**config.mk**
```make
export PLATFORM = sky130hd
export DESIGN_NAME = alu_param_flat
export DESIGN_NICKNAME = d
export VERILOG_FILES = /design/src/rtl/alu_param_if.sv /design/src/rtl/alu_param.sv /design/src/flat_wrapper.sv
export SDC_FILE = /design/constraint.sdc
export NUM_CORES = 1
export LEC_CHECK = 0
export BUFFER_PORTS_ARGS = -buffer_cell sky130_fd_sc_hd__buf_2
export CORE_UTILIZATION = 40
export CTS_BUF_LIST = sky130_fd_sc_hd__clkbuf_2
export CTS_CLUSTER_DIAMETER = 80
export DETAILED_ROUTE_END_ITERATION = 10
export GPL_ROUTABILITY_DRIVEN = 1
export SKIP_CTS_REPAIR_TIMING = 1
export SLEW_MARGIN = 20
export SYNTH_ARGS = -nofsm -noshare
export SYNTH_HDL_FRONTEND = slang
export SYNTH_SLANG_ARGS = --single-unit
export TNS_END_PERCENT = 30
```
**constraint.sdc**
```tcl
create_clock -name clk -period 5.76 [get_ports clk]
set_input_delay 0.288 -clock clk [delete_from_list [all_inputs] [get_ports clk]]
set_output_delay 0.288 -clock clk [all_outputs]
set_load 0.05 [all_outputs]
```
**src/rtl/alu_param_if.sv**
```systemverilog
// Bus between the controller and alu_param: the request side and the result/status side.
// The controller holds the master modport and the ALU holds the slave modport.
interface alu_param_if #(
    parameter int WIDTH = 8,
    parameter int OP_W  = 4
);
    logic             alu_ena;
    logic [OP_W-1:0]  opcode;
    logic [WIDTH-1:0] accum;
    logic [WIDTH-1:0] data;
    logic [WIDTH-1:0] alu_out;
    logic             zero;
    logic [3:0]       flags;
    logic             busy;
    logic             done;
    logic             illegal;

    modport master (
        output alu_ena, opcode, accum, data,
        input  alu_out, zero, flags, busy, done, illegal
    );

    modport slave (
        input  alu_ena, opcode, accum, data,
        output alu_out, zero, flags, busy, done, illegal
    );
endinterface

```
**src/rtl/alu_param.sv**
```systemverilog
// Parametrised ALU with registered N/Z/C/V flags and a WIDTH-cycle shift-add multiplier.
// Single-cycle ops are resolved at the accept edge; MUL runs through a two-state FSM.
module alu_param #(
    parameter int WIDTH = 8,
    parameter int OP_W  = 4
) (
    input  logic          clk,
    input  logic          rst_n,
    alu_param_if.slave    bus
);
    localparam int CNT_W = $clog2(WIDTH + 1);
    localparam logic [CNT_W-1:0] LAST_ITER = CNT_W'(WIDTH - 1);
    localparam logic [CNT_W-1:0] CNT_ONE   = CNT_W'(1);

    localparam logic [3:0] OP_HLT = 4'b0000;
    localparam logic [3:0] OP_SKZ = 4'b0001;
    localparam logic [3:0] OP_ADD = 4'b0010;
    localparam logic [3:0] OP_AND = 4'b0011;
    localparam logic [3:0] OP_XOR = 4'b0100;
    localparam logic [3:0] OP_LDA = 4'b0101;
    localparam logic [3:0] OP_STO = 4'b0110;
    localparam logic [3:0] OP_JMP = 4'b0111;
    localparam logic [3:0] OP_SUB = 4'b1000;
    localparam logic [3:0] OP_OR  = 4'b1001;
    localparam logic [3:0] OP_SHL = 4'b1010;
    localparam logic [3:0] OP_SHR = 4'b1011;
    localparam logic [3:0] OP_MUL = 4'b1100;
    localparam logic [3:0] OP_ADC = 4'b1101;

    typedef enum logic [0:0] {
        ST_IDLE = 1'b0,
        ST_MUL  = 1'b1
    } state_t;

    state_t               state_q, state_d;
    logic [WIDTH-1:0]     out_q, out_d;
    logic [3:0]           flags_q, flags_d;
    logic                 done_q, done_d;
    logic                 illegal_q, illegal_d;
    logic [2*WIDTH-1:0]   mcand_q, mcand_d;
    logic [2*WIDTH-1:0]   prod_q, prod_d;
    logic [WIDTH-1:0]     mplier_q, mplier_d;
    logic [CNT_W-1:0]     cnt_q, cnt_d;

    logic [WIDTH-1:0]     a_s;
    logic [WIDTH-1:0]     b_s;
    logic [3:0]           op_s;
    logic                 legal_hi_s;
    logic                 accept_s;
    logic                 cin_s;
    logic [WIDTH:0]       add_s;
    logic [WIDTH:0]       sub_s;
    logic                 add_ovf_s;
    logic                 sub_ovf_s;
    logic [2*WIDTH-1:0]   prod_next_s;

    // Packs {N,Z,C,V} for a result with the given carry and overflow.
    function automatic logic [3:0] pack_flags(input logic [WIDTH-1:0] res,
                                              input logic c, input logic v);
        pack_flags = {res[WIDTH-1], (res == {WIDTH{1'b0}}), c, v};
    endfunction

    assign a_s        = bus.accum;
    assign b_s        = bus.data;
    assign op_s       = bus.opcode[3:0];
    assign legal_hi_s = ((bus.opcode >> 3'd4) == {OP_W{1'b0}});
    assign accept_s   = bus.alu_ena && (state_q == ST_IDLE);
    assign cin_s      = (op_s == OP_ADC) ? flags_q[1] : 1'b0;

    assign add_s = {1'b0, a_s} + {1'b0, b_s} + {{WIDTH{1'b0}}, cin_s};
    assign sub_s = {1'b0, a_s} - {1'b0, b_s};
    // Sub's top bit is the borrow: it is set exactly when A < B unsigned.
    assign add_ovf_s = (a_s[WIDTH-1] == b_s[WIDTH-1]) && (add_s[WIDTH-1] != a_s[WIDTH-1]);
    assign sub_ovf_s = (a_s[WIDTH-1] != b_s[WIDTH-1]) && (sub_s[WIDTH-1] != a_s[WIDTH-1]);

    assign prod_next_s = prod_q + (mplier_q[0] ? mcand_q : {(2*WIDTH){1'b0}});

    // Next-state, result and flag selection for both FSM states.
    always_comb begin
        state_d   = state_q;
        out_d     = out_q;
        flags_d   = flags_q;
        done_d    = 1'b0;
        illegal_d = 1'b0;
        mcand_d   = mcand_q;
        mplier_d  = mplier_q;
        prod_d    = prod_q;
        cnt_d     = cnt_q;
        case (state_q)
            ST_IDLE: begin
                if (accept_s) begin
                    done_d = 1'b1;
                    if (!legal_hi_s) begin
                        illegal_d = 1'b1;
                    end else begin
                        case (op_s)
                            OP_HLT, OP_SKZ, OP_STO, OP_JMP: out_d = a_s;
                            OP_LDA: out_d = b_s;
                            OP_ADD, OP_ADC: begin
                                out_d   = add_s[WIDTH-1:0];
                                flags_d = pack_flags(add_s[WIDTH-1:0], add_s[WIDTH], add_ovf_s);
                            end
                            OP_SUB: begin
                                out_d   = sub_s[WIDTH-1:0];
                                flags_d = pack_flags(sub_s[WIDTH-1:0], sub_s[WIDTH], sub_ovf_s);
                            end
                            OP_AND: begin
                                out_d   = a_s & b_s;
                                flags_d = pack_flags(a_s & b_s, 1'b0, 1'b0);
                            end
                            OP_OR: begin
                                out_d   = a_s | b_s;
                                flags_d = pack_flags(a_s | b_s, 1'b0, 1'b0);
                            end
                            OP_XOR: begin
                                out_d   = a_s ^ b_s;
                                flags_d = pack_flags(a_s ^ b_s, 1'b0, 1'b0);
                            end
                            OP_SHL: begin
                                out_d   = {a_s[WIDTH-2:0], 1'b0};
                                flags_d = pack_flags({a_s[WIDTH-2:0], 1'b0}, a_s[WIDTH-1], 1'b0);
                            end
                            OP_SHR: begin
                                out_d   = {1'b0, a_s[WIDTH-1:1]};
                                flags_d = pack_flags({1'b0, a_s[WIDTH-1:1]}, a_s[0], 1'b0);
                            end
                            OP_MUL: begin
                                done_d   = 1'b0;
                                state_d  = ST_MUL;
                                mcand_d  = {{WIDTH{1'b0}}, a_s};
                                mplier_d = b_s;
                                prod_d   = {(2*WIDTH){1'b0}};
                                cnt_d    = {CNT_W{1'b0}};
                            end
                            default: illegal_d = 1'b1;
                        endcase
                    end
                end else begin
                    done_d = 1'b0;
                end
            end
            ST_MUL: begin
                prod_d   = prod_next_s;
                mcand_d  = mcand_q << 1'b1;
                mplier_d = mplier_q >> 1'b1;
                cnt_d    = cnt_q + CNT_ONE;
                // The last iteration commits the product it is completing this edge.
                if (cnt_q == LAST_ITER) begin
                    state_d = ST_IDLE;
                    done_d  = 1'b1;
                    out_d   = prod_next_s[WIDTH-1:0];
                    flags_d = pack_flags(prod_next_s[WIDTH-1:0],
                                         |prod_next_s[2*WIDTH-1:WIDTH], 1'b0);
                end else begin
                    state_d = ST_MUL;
                end
            end
            default: state_d = ST_IDLE;
        endcase
    end

    // State and output registers; reset aborts any multiply in flight.
    always_ff @(posedge clk or negedge rst_n) begin
        if (!rst_n) begin
            state_q   <= ST_IDLE;
            out_q     <= {WIDTH{1'b0}};
            flags_q   <= 4'b0000;
            done_q    <= 1'b0;
            illegal_q <= 1'b0;
            mcand_q   <= {(2*WIDTH){1'b0}};
            prod_q    <= {(2*WIDTH){1'b0}};
            mplier_q  <= {WIDTH{1'b0}};
            cnt_q     <= {CNT_W{1'b0}};
        end else begin
            state_q   <= state_d;
            out_q     <= out_d;
            flags_q   <= flags_d;
            done_q    <= done_d;
            illegal_q <= illegal_d;
            mcand_q   <= mcand_d;
            prod_q    <= prod_d;
            mplier_q  <= mplier_d;
            cnt_q     <= cnt_d;
        end
    end

    assign bus.alu_out = out_q;
    assign bus.flags   = flags_q;
    assign bus.done    = done_q;
    assign bus.illegal = illegal_q;
    assign bus.busy    = (state_q == ST_MUL);
    assign bus.zero    = (bus.accum == {WIDTH{1'b0}});
endmodule

```
**src/flat_wrapper.sv**
```systemverilog
// flat-port wrapper written by rule: the top's interface ports become plain ports
module alu_param_flat 
#(
    parameter int WIDTH = 8,
    parameter int OP_W  = 4
)
  (clk, rst_n, bus_alu_ena, bus_opcode, bus_accum, bus_data, bus_alu_out, bus_zero, bus_flags, bus_busy, bus_done, bus_illegal);
  alu_param_if #(.WIDTH(WIDTH), .OP_W(OP_W)) bus_i ();
  input  logic clk;
  input  logic rst_n;
  input wire logic [$bits(bus_i.alu_ena)-1:0] bus_alu_ena;
  input wire logic [$bits(bus_i.opcode)-1:0] bus_opcode;
  input wire logic [$bits(bus_i.accum)-1:0] bus_accum;
  input wire logic [$bits(bus_i.data)-1:0] bus_data;
  output wire logic [$bits(bus_i.alu_out)-1:0] bus_alu_out;
  output wire logic [$bits(bus_i.zero)-1:0] bus_zero;
  output wire logic [$bits(bus_i.flags)-1:0] bus_flags;
  output wire logic [$bits(bus_i.busy)-1:0] bus_busy;
  output wire logic [$bits(bus_i.done)-1:0] bus_done;
  output wire logic [$bits(bus_i.illegal)-1:0] bus_illegal;
  assign bus_i.alu_ena = bus_alu_ena;
  assign bus_i.opcode = bus_opcode;
  assign bus_i.accum = bus_accum;
  assign bus_i.data = bus_data;
  assign bus_alu_out = bus_i.alu_out;
  assign bus_zero = bus_i.zero;
  assign bus_flags = bus_i.flags;
  assign bus_busy = bus_i.busy;
  assign bus_done = bus_i.done;
  assign bus_illegal = bus_i.illegal;
  alu_param #(.WIDTH(WIDTH), .OP_W(OP_W)) u_core (.clk(clk), .rst_n(rst_n), .bus(bus_i));
endmodule
```
==> metrics.txt <==
combinational family with the most area after synthesis=compound AO/OA/AOI/OAI gates; average size of a mapped cell=7.92 um^2; Pins Over Slew Limit=0; die span in y=between 100 and 150 um; Syn Std Cell Area=0.00524 mm^2; Worst Path Arrival=3.73 ns; Tmin final=between 3 and 4 ns; setup violators final=0; MaxCap Viol Count=0; cell total after placement=836; met2 routed WL=7370 um; largest net degree at the start of global routing=60; Clock Sinks=59; status=completed; sequential fraction of the synthesis area=0.282; Max-slew headroom=0.270; Final Non-Filler Cells=853; CORE AREA=0.0127 mm^2; n_diodes=0; DR WL/cell=20.4 um; Fin Setup TNS=0 ns; die area=roughly 0.014 mm^2; commonest non-fill, non-tap cell in the layout=nand2_1; Final Total Pwr=2.06 mW; #FFs+latches synth=59; DR top layer=met4; Met1 Wirelength=7990 um; mux contribution to synthesized area=0.0143; xor/xnor cell area share of the yosys netlist=0.0317; Vias per Instance=6.09; Remaining Overflow, GRT=0; post-DP HPWL=13000 um; total CTS buffers=9; Initial Util=0.412; Residual DRC=0; Final Wtd Congestion=0.971; Tot GR Track Use=0.272; initial antenna violation count=0; Synth area leader=dfrtp_1; Synth Area in Compound Gates=0.281; drt initial violations=464; startpoint types=flop; fmax=between 300 and 400 MHz; post-route ant nets=0; I/O pins=39; clk_lat worst skew=0.52 ns; CP Capture Type=flop; R2R Setup Slk=2.45 ns; syn nets=729; Clock Path Buffers=2; number of cell rows=41; critical path class=reg2reg; die width=116 um; drt total wl=17400 um; via count=around 5200; clock skew=approximately 0.013 ns; Port-buffer cells=38; Post-synth EDFFs=0; Least-Margin Pin Slew=1.09 ns; clock root cell=clkbuf_2; first drt pass iteration count=5; H-tree levels=3; Hold Path Class=in2reg; Synth area leaders=dfrtp_1 (28%), ha_1 (9.5%), nand2_1 (6.4%); Top FF cell, synth=dfrtp_1; area delta synth->final=8.23%; Worst VDD drop=0.188 mV; Hold Worst Slack=about 0.072 ns; adder-cell share of the synthesized area=0.111; async set-or-reset flop fraction in the synthesized netlist=1.00; Tcrit/Tclk final=0.575; global-route wire length before repair=~28000 um; Worst Path Required=roughly 6.2 ns; CTS tree=yes; RSZ-0062 raised after global routing=false; nets@finish=743; instance count of the mapped netlist=662; highest-count cells in the layout ignoring fill and taps=nand2_1 (90), dfrtp_1 (58), o21ai_0 (57); ratio of cells with drive above 1 in the final layout=0.110; Max FO, Critical Path=17; power per standard cell area=between 300 and 400 mW/mm^2; clk slew on worst S/H paths=about 0.19 ns; Simple-Gate Fraction of Synth Area=0.226; final hold vios=0; Synth top area share=0.282; met3 WL=about 1600 um; vias in the first global route=4822; Yosys cell types=72; P_leak=about 2.6 nW; YS warnings=0
==> layout make-up <==
type | instances | area, um^2
clock buffers | 9 | 45.0
well taps | 172 | 215
repair buffers | 42 | 223
inverters | 32 | 120
clock inverters | 7 | 92.6
fillers | 1362 | 7050
multi-input cells | 532 | 3500
flip-flops and latches | 59 | 1480
==> path summary, 6_finish.rpt <==
path                       depth (start not counted)                                end                               from
max                                                9    u_core.bus.flags[1]$_DFFE_PN0P_     u_core.mplier_q[0]$_DFFE_PN0P_
min                                                3       u_core.bus.illegal$_DFF_PN0_                        bus_alu_ena
max reg2reg                                        9    u_core.bus.flags[1]$_DFFE_PN0P_     u_core.mplier_q[0]$_DFFE_PN0P_
min reg2reg                                        2  u_core.bus.alu_out[7]$_DFFE_PN0P_  u_core.bus.alu_out[7]$_DFFE_PN0P_
max in group asynchronous                          3       u_core.prod_q[2]$_DFFE_PN0P_                              rst_n
min in group asynchronous                          3      u_core.prod_q[11]$_DFFE_PN0P_                              rst_n
==> report_power, final <==
part           internal, mW  switching [mW]
clock                 0.142           0.169
combinational         0.341           0.696
sequential            0.565           0.150
==> stage by stage <==
| step | worst slack [ns] | area, um^2 | util |
|---|---|---|---|
| 3_3_place_gp | 2.23 | 5520 | 0.434 |
| 5_1_grt | 2.25 | 5670 | 0.446 |
| 2_1_floorplan | 2.67 | 5240 | - |
| 4_1_cts | 2.46 | 5660 | 0.445 |
| 3_5_place_dp | 2.09 | 5530 | 0.434 |
| 6_report | 2.45 | 5670 | 0.446 |
==> registers in the layout (all words and copies together), names as in the netlist <==
register and cells:
u_core.prod_q 16, u_core.bus.done 1, u_core.bus.illegal 1, u_core.mplier_q 8, u_core.bus.busy 1, u_core.mcand_q 16, u_core.bus.alu_out 8, u_core.cnt_q 4
u_core.bus.flags 4
==> Yosys cell counts (3+ instances only) <==
library cell	number
o22ai_1	4
a31oi_1	8
and2_1	18
nor2b_1	13
or2_2	3
a211o_1	5
dfrtp_1	59
nand4_1	8
o311ai_0	3
xnor2_1	11
fa_1	4
nor2_1	50
xor2_1	8
and3_1	3
nand2b_1	4
o31ai_1	9
o21ai_0	57
a211oi_1	9
nand3_1	11
a221oi_1	4
clkbuf_1	25
o21a_1	6
a22o_1	7
a21oi_1	46
a32o_1	3
o211ai_1	8
buf_2	8
o32ai_1	3
nand2_1	90
nor3b_1	6
ha_1	40
a21o_1	5
nor3_1	20
nor4_1	7
mux2i_1	6
o221ai_1	5
buf_1	5
inv_1	32
==> critical path: stages (launching register included) <==
cell       delay, ns
dfrtp_1         0.58
and2_1          0.22
ha_1            0.23
fa_1            0.48
a211oi_2        0.27
o21ai_1         0.19
a211o_2         0.39
a211o_1         0.33
a2111oi_0       0.40
a31oi_1         0.13
==> per-layer routing <==
layer  global-route usage  vias to the layer above
li1                     -                     2439
met3               0.0576                       41
met2                0.397                      254
met5                    0                        -
met1                0.399                     2458
met4               0.0795                        0
==> kinds of logic after synthesis <==
logic type | after synthesis
AO/OA/AOI/OAI | 216
XOR/XNOR | 19
adder cells (fa/ha/maj) | 44
buffers and inverters | 71
flip-flops | 59
multiplexers | 7
AND/OR/NAND/NOR | 246
Note: power is estimated with default switching activity, not from simulation.
